File: config.mk
export PLATFORM = sky130hd
export DESIGN_NAME = rca_mp_add_seq_flat
export DESIGN_NICKNAME = d
export VERILOG_FILES = /design/src/rtl/rca_mp_pkg.sv /design/src/rtl/rca_mp_add_seq_if.sv /design/src/rtl/rca_limb.sv /design/src/rtl/rca_mp_add_seq.sv /design/src/flat_wrapper.sv
export SDC_FILE = /design/constraint.sdc
export NUM_CORES = 2
export LEC_CHECK = 0
export BUFFER_PORTS_ARGS = -buffer_cell sky130_fd_sc_hd__buf_2
export CORE_UTILIZATION = 26
export CTS_BUF_LIST = sky130_fd_sc_hd__clkbuf_4 sky130_fd_sc_hd__clkbuf_8
export CTS_CLUSTER_DIAMETER = 150
export CTS_CLUSTER_SIZE = 30
export DETAILED_ROUTE_END_ITERATION = 7
export SLEW_MARGIN = 10
export SYNTH_ARGS = -nofsm -noshare
export SYNTH_HDL_FRONTEND = slang
export SYNTH_SLANG_ARGS = --single-unit
File: constraint.sdc
create_clock -name clk -period 26.3 [get_ports clk]
set_input_delay 2.63 -clock clk [delete_from_list [all_inputs] [get_ports clk]]
set_output_delay 2.63 -clock clk [all_outputs]
set_load 0.05 [all_outputs]
File: src/rtl/rca_mp_pkg.sv
// Shared types and constants for the multi-precision add/subtract sequencer.
// Holds the FSM state encoding, default sizes and the limb-index width helper.
package rca_mp_pkg;

    localparam int WIDTH_DEF = 64;
    localparam int LIMBS_DEF = 4;

    typedef enum logic [1:0] {
        IDLE = 2'd0,
        RUN  = 2'd1,
        DONE = 2'd2
    } state_e;

    // Index width for a limb counter; never narrower than one bit.
    function automatic int idx_width(input int n);
        return (n <= 1) ? 1 : $clog2(n);
    endfunction

endpackage

File: src/rtl/rca_mp_add_seq_if.sv
// Request/response bundle for the multi-precision adder sequencer.
// master: drives operands and out_ready; slave: drives in_ready and results.
interface rca_mp_add_seq_if
    import rca_mp_pkg::*;
#(
    parameter int WIDTH = WIDTH_DEF,
    parameter int LIMBS = LIMBS_DEF
);

    logic                     in_valid;
    logic                     in_ready;
    logic [WIDTH*LIMBS-1:0]   in_a;
    logic [WIDTH*LIMBS-1:0]   in_b;
    logic                     in_cin;
    logic                     in_sub;
    logic                     out_valid;
    logic                     out_ready;
    logic [WIDTH*LIMBS-1:0]   out_sum;
    logic                     out_cout;
    logic                     out_ovf;

    modport master (
        output in_valid, in_a, in_b, in_cin, in_sub, out_ready,
        input  in_ready, out_valid, out_sum, out_cout, out_ovf
    );

    modport slave (
        input  in_valid, in_a, in_b, in_cin, in_sub, out_ready,
        output in_ready, out_valid, out_sum, out_cout, out_ovf
    );

endinterface

File: src/rtl/rca_limb.sv
// Combinational WIDTH-bit ripple-carry adder built from per-bit full adders.
// Ports: x, y, cin in; sum, cout and c_msb_in (carry into the MSB) out.
module rca_limb #(
    parameter int WIDTH = 64
) (
    input  logic [WIDTH-1:0] x,
    input  logic [WIDTH-1:0] y,
    input  logic             cin,
    output logic [WIDTH-1:0] sum,
    output logic             cout,
    output logic             c_msb_in
);

    logic c;

    always_comb begin
        c        = cin;
        c_msb_in = cin;
        sum      = '0;
        for (int i = 0; i < WIDTH; i++) begin
            if (i == WIDTH - 1) begin
                c_msb_in = c;
            end
            sum[i] = x[i] ^ y[i] ^ c;
            c      = (x[i] & y[i]) | (c & (x[i] ^ y[i]));
        end
        cout = c;
    end

endmodule

File: src/rtl/rca_mp_add_seq.sv
// Multi-precision add/subtract sequencer reusing one ripple limb adder.
// Ports: clk, reset (sync, high), bus (slave handshake bundle), busy.
module rca_mp_add_seq
    import rca_mp_pkg::*;
#(
    parameter int WIDTH = WIDTH_DEF,
    parameter int LIMBS = LIMBS_DEF
) (
    input  logic             clk,
    input  logic             reset,
    rca_mp_add_seq_if.slave  bus,
    output logic             busy
);

    localparam int IDX_W = idx_width(LIMBS);
    localparam logic [IDX_W-1:0] LAST = IDX_W'(LIMBS - 1);

    state_e state_q, state_d;

    logic [LIMBS-1:0][WIDTH-1:0] a_q, a_d;
    logic [LIMBS-1:0][WIDTH-1:0] b_q, b_d;
    logic [LIMBS-1:0][WIDTH-1:0] sum_q, sum_d;
    logic [IDX_W-1:0]            idx_q, idx_d;
    logic                        carry_q, carry_d;
    logic                        cout_q, cout_d;
    logic                        ovf_q, ovf_d;

    logic [WIDTH-1:0] limb_x, limb_y, limb_s;
    logic             limb_c, limb_cmsb;

    assign limb_x = a_q[idx_q];
    assign limb_y = b_q[idx_q];

    rca_limb #(.WIDTH(WIDTH)) u_limb (
        .x        (limb_x),
        .y        (limb_y),
        .cin      (carry_q),
        .sum      (limb_s),
        .cout     (limb_c),
        .c_msb_in (limb_cmsb)
    );

    always_comb begin
        state_d = state_q;
        a_d     = a_q;
        b_d     = b_q;
        sum_d   = sum_q;
        idx_d   = idx_q;
        carry_d = carry_q;
        cout_d  = cout_q;
        ovf_d   = ovf_q;
        unique case (state_q)
            IDLE: begin
                if (bus.in_valid) begin
                    a_d     = bus.in_a;
                    // Subtract is A + ~B + 1; in_cin is ignored then.
                    b_d     = bus.in_sub ? ~bus.in_b : bus.in_b;
                    carry_d = bus.in_sub | bus.in_cin;
                    idx_d   = '0;
                    state_d = RUN;
                end
            end
            RUN: begin
                sum_d[idx_q] = limb_s;
                carry_d      = limb_c;
                if (idx_q == LAST) begin
                    cout_d  = limb_c;
                    ovf_d   = limb_cmsb ^ limb_c;
                    state_d = DONE;
                end else begin
                    idx_d = idx_q + IDX_W'(1);
                end
            end
            DONE: begin
                if (bus.out_ready) begin
                    state_d = IDLE;
                end
            end
            default: state_d = IDLE;
        endcase
    end

    always_ff @(posedge clk) begin
        if (reset) begin
            state_q <= IDLE;
            a_q     <= '0;
            b_q     <= '0;
            sum_q   <= '0;
            idx_q   <= '0;
            carry_q <= 1'b0;
            cout_q  <= 1'b0;
            ovf_q   <= 1'b0;
        end else begin
            state_q <= state_d;
            a_q     <= a_d;
            b_q     <= b_d;
            sum_q   <= sum_d;
            idx_q   <= idx_d;
            carry_q <= carry_d;
            cout_q  <= cout_d;
            ovf_q   <= ovf_d;
        end
    end

    assign bus.in_ready  = (state_q == IDLE);
    assign bus.out_valid = (state_q == DONE);
    assign bus.out_sum   = sum_q;
    assign bus.out_cout  = cout_q;
    assign bus.out_ovf   = ovf_q;
    assign busy          = (state_q != IDLE);

endmodule

File: src/flat_wrapper.sv
// flat-port wrapper written by rule: the top's interface ports become plain ports
module rca_mp_add_seq_flat import rca_mp_pkg::*;
#(
    parameter int WIDTH = WIDTH_DEF,
    parameter int LIMBS = LIMBS_DEF
)
  (clk, reset, busy, bus_in_valid, bus_in_a, bus_in_b, bus_in_cin, bus_in_sub, bus_out_ready, bus_in_ready, bus_out_valid, bus_out_sum, bus_out_cout, bus_out_ovf);
  rca_mp_add_seq_if #(.WIDTH(WIDTH), .LIMBS(LIMBS)) bus_i ();
  input  logic clk;
  input  logic reset;
  output logic busy;
  input wire logic [$bits(bus_i.in_valid)-1:0] bus_in_valid;
  input wire logic [$bits(bus_i.in_a)-1:0] bus_in_a;
  input wire logic [$bits(bus_i.in_b)-1:0] bus_in_b;
  input wire logic [$bits(bus_i.in_cin)-1:0] bus_in_cin;
  input wire logic [$bits(bus_i.in_sub)-1:0] bus_in_sub;
  input wire logic [$bits(bus_i.out_ready)-1:0] bus_out_ready;
  output wire logic [$bits(bus_i.in_ready)-1:0] bus_in_ready;
  output wire logic [$bits(bus_i.out_valid)-1:0] bus_out_valid;
  output wire logic [$bits(bus_i.out_sum)-1:0] bus_out_sum;
  output wire logic [$bits(bus_i.out_cout)-1:0] bus_out_cout;
  output wire logic [$bits(bus_i.out_ovf)-1:0] bus_out_ovf;
  assign bus_i.in_valid = bus_in_valid;
  assign bus_i.in_a = bus_in_a;
  assign bus_i.in_b = bus_in_b;
  assign bus_i.in_cin = bus_in_cin;
  assign bus_i.in_sub = bus_in_sub;
  assign bus_i.out_ready = bus_out_ready;
  assign bus_in_ready = bus_i.in_ready;
  assign bus_out_valid = bus_i.out_valid;
  assign bus_out_sum = bus_i.out_sum;
  assign bus_out_cout = bus_i.out_cout;
  assign bus_out_ovf = bus_i.out_ovf;
  rca_mp_add_seq #(.WIDTH(WIDTH), .LIMBS(LIMBS)) u_core (.clk(clk), .reset(reset), .bus(bus_i), .busy(busy));
endmodule
# == Yosys cells after proc, flatten, opt, wreduce, memory -nomap -nowiden ==
# Index checks and enable logic that the tools add are counted.
# Widths: inputs -> output; s select.
# classes
addsub,1
n_lt_le_gt_ge,2
eq_ne,7
muxes,17
bitwise_logic,323
n_reduce_logical,9
# op_table
cell,count
$bmux 64 s2,2
$bwmux 256,1
$mux 256,1
$not 256->256,1
$mux 64,3
$xor 1x1->1,129
$and 1x1->1,128
$demux 64 s2,1
$or 1x1->1,65
$mux 2,5
$ne 2x2->1 const B,3
$pmux 2 s3,1
$reduce_and 2->1,3
$reduce_and 3->1,2
$eq 2x2->1 const B,2
$pmux 2 s2,1
$reduce_bool 2->1,2
$lt 2x3->1 const B,1
$add 2x1->2 const B,1
$eq 2x1->1 const B,1
$ge 2x1->1 const B,1
$logic_not 2->1,1
$ne 2x1->1 const B,1
$pmux 1 s2,1
other kinds (2),2
# word_totals
ff_bits,775
output_inout_bits,261
elab_cells,376

# == Depth between registers and ports, before layout ==
# logic_depth
ltp_word,132
depth_mapped,73

# == Cells and area by module ==
# From an unflattened synthesis, not the netlist that was laid out.
# hier_totals
hier_cells,3639
area_unflattened_um2,33017.9
# modules_own_cells
module,instances,cells_each,area_per_inst_um2,seq_area_each_um2
rca_mp_add_seq,1,3565,31699.2,15514.9
rca_limb,1,74,1318.8,0.0

# == Least setup slack after synthesis ==
# No wires, ideal clock.
# synth_timing
path_kind,flip-flop to flip-flop
startpoint,register u_core.idx_q[0]
endpoint,register u_core.sum_q (netlist bit u_core.bus.out_sum[127])
arrival_ps,27933
required_time_ps,26214
slack_ps,-1719
stages_incl_launch_ff,72
n_path_buf,2
path_cell_list,dfxtp_1 > clkbuf_1 > buf_2 > mux4_2 > fa_1 > fa_1 > fa_1 > fa_1 > fa_1 > fa_1 > fa_1 > fa_1 > fa_1 > fa_1 > fa_1 > fa_1 > fa_1 > fa_1 > (+36 left out) > fa_1 > fa_1 > fa_1 > fa_1 > fa_1 > fa_1 > fa_1 > fa_1 > fa_1 > fa_1 > fa_1 > inv_1 > fa_1 > inv_1 > fa_1 > inv_1 > fa_1 > a211oi_1
# synth_via
elab_chain_len,131
word_cells_on_any_way,264
classes_between,2 x order compare; 7 x mux; 254 x bitwise; 1 x reduce/logical
# synth_rtl
element,line,rtl
"start, declared",rca_mp_add_seq.sv:23,"logic [IDX_W-1:0] idx_q, idx_d;"
"start signal, assigned",rca_mp_add_seq.sv:98,idx_q <= idx_d;
$bmux 64 s2 (on tied branches),"rca_mp_add_seq.sv:31, rca_mp_add_seq.sv:32",
$mux 64 (on tied branches),"rca_mp_add_seq.sv:31, rca_mp_add_seq.sv:32",
$xor 1x1->1,rca_limb.sv:25,c = (x[i] & y[i]) | (c & (x[i] ^ y[i]));
$and 1x1->1,rca_limb.sv:25,
$or 1x1->1,rca_limb.sv:25,
$and 1x1->1,rca_limb.sv:25,
$or 1x1->1,rca_limb.sv:25,
$and 1x1->1,rca_limb.sv:25,
(+115 left out),n/a,
$and 1x1->1,rca_limb.sv:25,
$or 1x1->1,rca_limb.sv:25,
$and 1x1->1,rca_limb.sv:25,
$or 1x1->1,rca_limb.sv:25,
$and 1x1->1,rca_limb.sv:25,
$or 1x1->1,rca_limb.sv:25,
$xor 1x1->1,rca_limb.sv:24,sum[i] = x[i] ^ y[i] ^ c;
$bwmux 256 *,rca_mp_add_seq.sv:64,sum_d[idx_q] = limb_s;
"end signal, assigned",rca_mp_add_seq.sv:97,sum_q <= sum_d;
"end, declared",rca_mp_add_seq.sv:22,"logic [LIMBS-1:0][WIDTH-1:0] sum_q, sum_d;"
# Every way passes the cells marked *; elsewhere a longest branch is shown, timed or not. The select of a mux whose other input is x is not followed.
# A chain may end at the register's enable or synchronous reset.

# == Worst setup path in the final report ==
# Ends and elaborated chain as after synthesis.

==> impl_metrics.ini <==
[power_and_ir_drop]
p_per_area_nw_per_um2 = 58.1
leakage_nw = 14.5
ir_drop_mv = 0.0416

[critical_path]
critPathMaxStageDelay_ns = 0.52
worst-path-buf-inv = 3
slowest_stage = mux4_2
path_class = register to register
r2r_slack_ns = 0.69
path_max_fanout = 4
r2r_cells = 69
cp.depth = 69
arrival_ns = 26.35
cpMostUsedCell = fa_2
end_kind = register
critPathTopFamily = adder cells
cp.required_ns = 27.04
crit_path_start_kind = register

[floorplanning]
chipWidth_um = 358
fp-row-count = 130
start_util_pct = 26.2
fp.dieArea_um2 = 128000
io_pins = 779
coreArea_um2 = 126000
die_y_um = 358

[sta]
period_share_pct = 97.4
final_max_slew_viol_count = 0
setup_violations = 0
finalHoldViolCount = 0
maxSlewHeadroom_pct = 29.4
min_period_ns = 25.61
worst_pin_slew_ns = 1.06
fmax_mhz = 39.0
finClkSkew_ns = 0.0528
rsz0062_at_grt = no

[cells_and_area]
finalNetCount = 4759
drive_gt1_share_pct = 25.6
final_util_pct = 30.8
finalNonFillerCells = 5865
area_growth_pct = 17.4
design_area_um2 = 38700
nFillCells = 13400

[clocking]
h-tree-depth = 1
cts_buffers = 31
clkLatencyLatePin_ns = 0.81
clkSinkCount = 775
cts.clk_slew.worst_paths_ns = 0.18
cts_buffer_depth = 3
cts_root_buf = clkbuf_8
postCtsHoldBufs = 0
cts_tree = done

[synth]
synthDistinctLibCells = 27
netlist_instances = 3627
ys_seq_elements = 775
synth_nets = 4213
yosysSeqAreaShare_pct = 47.1
syn_avg_cell_area_um2 = 9.09
yosysWarnings = 0
syn_area_um2 = 33000

[place]
numPlacedInstances = 5789
hpwl_mm = 88.6
portBuffers = 778
place_congestion = 0.871
post_dp_cell_area_um2 = 38000

[status]
outcome = finished clean

[global_routing]
grt_pass1_wl_mm = 171
antenna_found_initial = 73
grt_start_max_net_pins = 225
grt_use_total_pct = 17.9
grt_pass1_vias = 26000
grt.overflow.total = 0

[routing]
vias_per_cell = 4.70
drt_first_iter_violations = 2008
wl_per_cell_um = 20.7
vias = 27600
first_pass_iters = 6
drcViolationCount = 0
totalWireLength_mm = 122
postRouteAntennaNets = 0

[run]
drv_cap = 0

[hold_path]
whs_path_depth = 2
worstHoldPathType = register to register
## Yosys cell counts
library cell	instances	area share (%)
inv_1	12	0.14
ha_1	4	0.15
and3b_1	4	0.11
or3b_1	2	0.053
clkbuf_1	118	1.3
or3_1	1	0.019
a211oi_1	265	6.0
or2_2	1	0.019
nand3b_1	5	0.11
nor2b_1	1	0.019
buf_4	11	0.25
buf_2	178	2.7
a21oi_1	508	7.7
nor3_1	2	0.030
fa_1	64	3.9
buf_1	7	0.080
nand2_1	1011	12
xnor2_1	257	6.8
nor2_1	266	3.0
o32ai_1	1	0.027
o211a_1	1	0.030
nor3b_2	1	0.038
dfxtp_1	775	47
mux4_2	128	8.7
o31ai_1	1	0.023
mux2i_1	1	0.030
nand2b_1	2	0.038
## cell type report
| cell class | instances | area, µm² | share of cell area (%) |
|---|---|---|---|
| Clock buffer | 33 | 442 | 1.14 |
| Antenna cell | 37 | 92.6 | 0.239 |
| Clock inverter | 5 | 85.1 | 0.220 |
| Tap cell | 1650 | 2060 | 5.33 |
| Multi-Input combinational cell | 2526 | 16200 | 41.8 |
| Timing Repair Buffer | 827 | 4300 | 11.1 |
| Sequential cell | 775 | 15500 | 40.1 |
| Inverter | 12 | 45.0 | 0.116 |
## what timing repair did
action                     CTS  global route
setup endpoints to repair   19            11
pin swaps                   19            39
setup buffers                1             0
gates resized for setup     24            13
## routing by layer
metal  GRT usage [%]  wire [µm]  vias up
met5               0        344        -
met4            6.73       4400       56
met2            28.5      55900      915
li1                -          -    13200
met3            4.53       9000      228
met1            23.2      51800    13100
## layout by cell type (no fill, tap or decap), types with 4 or more instances in the layout
cell type,count
mux4_2,128
fa_2,62
nand3b_1,5
inv_1,11
xnor2_1,257
a21oi_1,508
a211oi_2,4
buf_4,47
clkbuf_8,31
nand2_1,1011
diode_2,37
buf_2,776
nor2_1,266
and3b_4,4
dfxtp_1,773
a211oi_1,261
ha_1,4
## stage by stage
step / hold WS (ns) / TNS (ns) / power, mW / worst slack (ns)
finish: 0.461 / 0 / 2.25 / 0.686
floorplan: 0.433 / 0 / 1.61 / 0.0201
global route: 0.477 / 0 / 2.35 / 0.0139
detailed placement: 0.443 / -14.55 / 1.77 / -1.29
CTS: 0.464 / 0 / 2.28 / 0.0348
global placement: 0.440 / -12.32 / 1.77 / -1.16
## kinds of logic (layout without fill, tap and decap cells)
group                    after synthesis  after routing  synth area share (%)
multiplexers                         129            129                  8.77
other                                  0             37                     0
adder cells (fa/ha/maj)               68             68                  4.04
buffers and inverters                326            877                  4.51
AND/OR/NAND/NOR                     1296           1296                  15.0
flip-flops                           775            775                  47.1
AO/OA/AOI/OAI                        776            776                  13.8
XOR/XNOR                             257            257                  6.83
## worst register-to-register path: cells and delay by family, from the launching register on
family,cells,cell delay [ns]
fa+ha+maj,64,24.16
mux,1,0.52
flops,1,0.40
compound gates,1,0.23
buf+inv,3,0.22
## registers in the layout, summed over array words and instances, names as in the netlist
name                 cells
u_core.a_q             256
u_core.state_q           2
u_core.bus.out_ovf       1
u_core.carry_q           1
u_core.bus.out_cout      1
u_core.bus.out_sum     256
u_core.b_q             256
u_core.idx_q             2
## worst paths after layout
kind,from,end
setup / recovery,u_core.idx_q[0],u_core.bus.out_sum[127]
hold reg to reg,u_core.bus.out_sum[98],u_core.bus.out_sum[98]
hold / removal,u_core.bus.out_sum[98],u_core.bus.out_sum[98]
setup reg to reg,u_core.idx_q[0],u_core.bus.out_sum[127]
## power breakdown
group	internal [mW]	leakage [nW]	switching [mW]	total, mW
logic	0.179	7.91	0.287	0.466
registers	1.24	6.35	0.0378	1.28
clock network	0.117	0.270	0.385	0.502
Power figures use the tool's default switching activity.
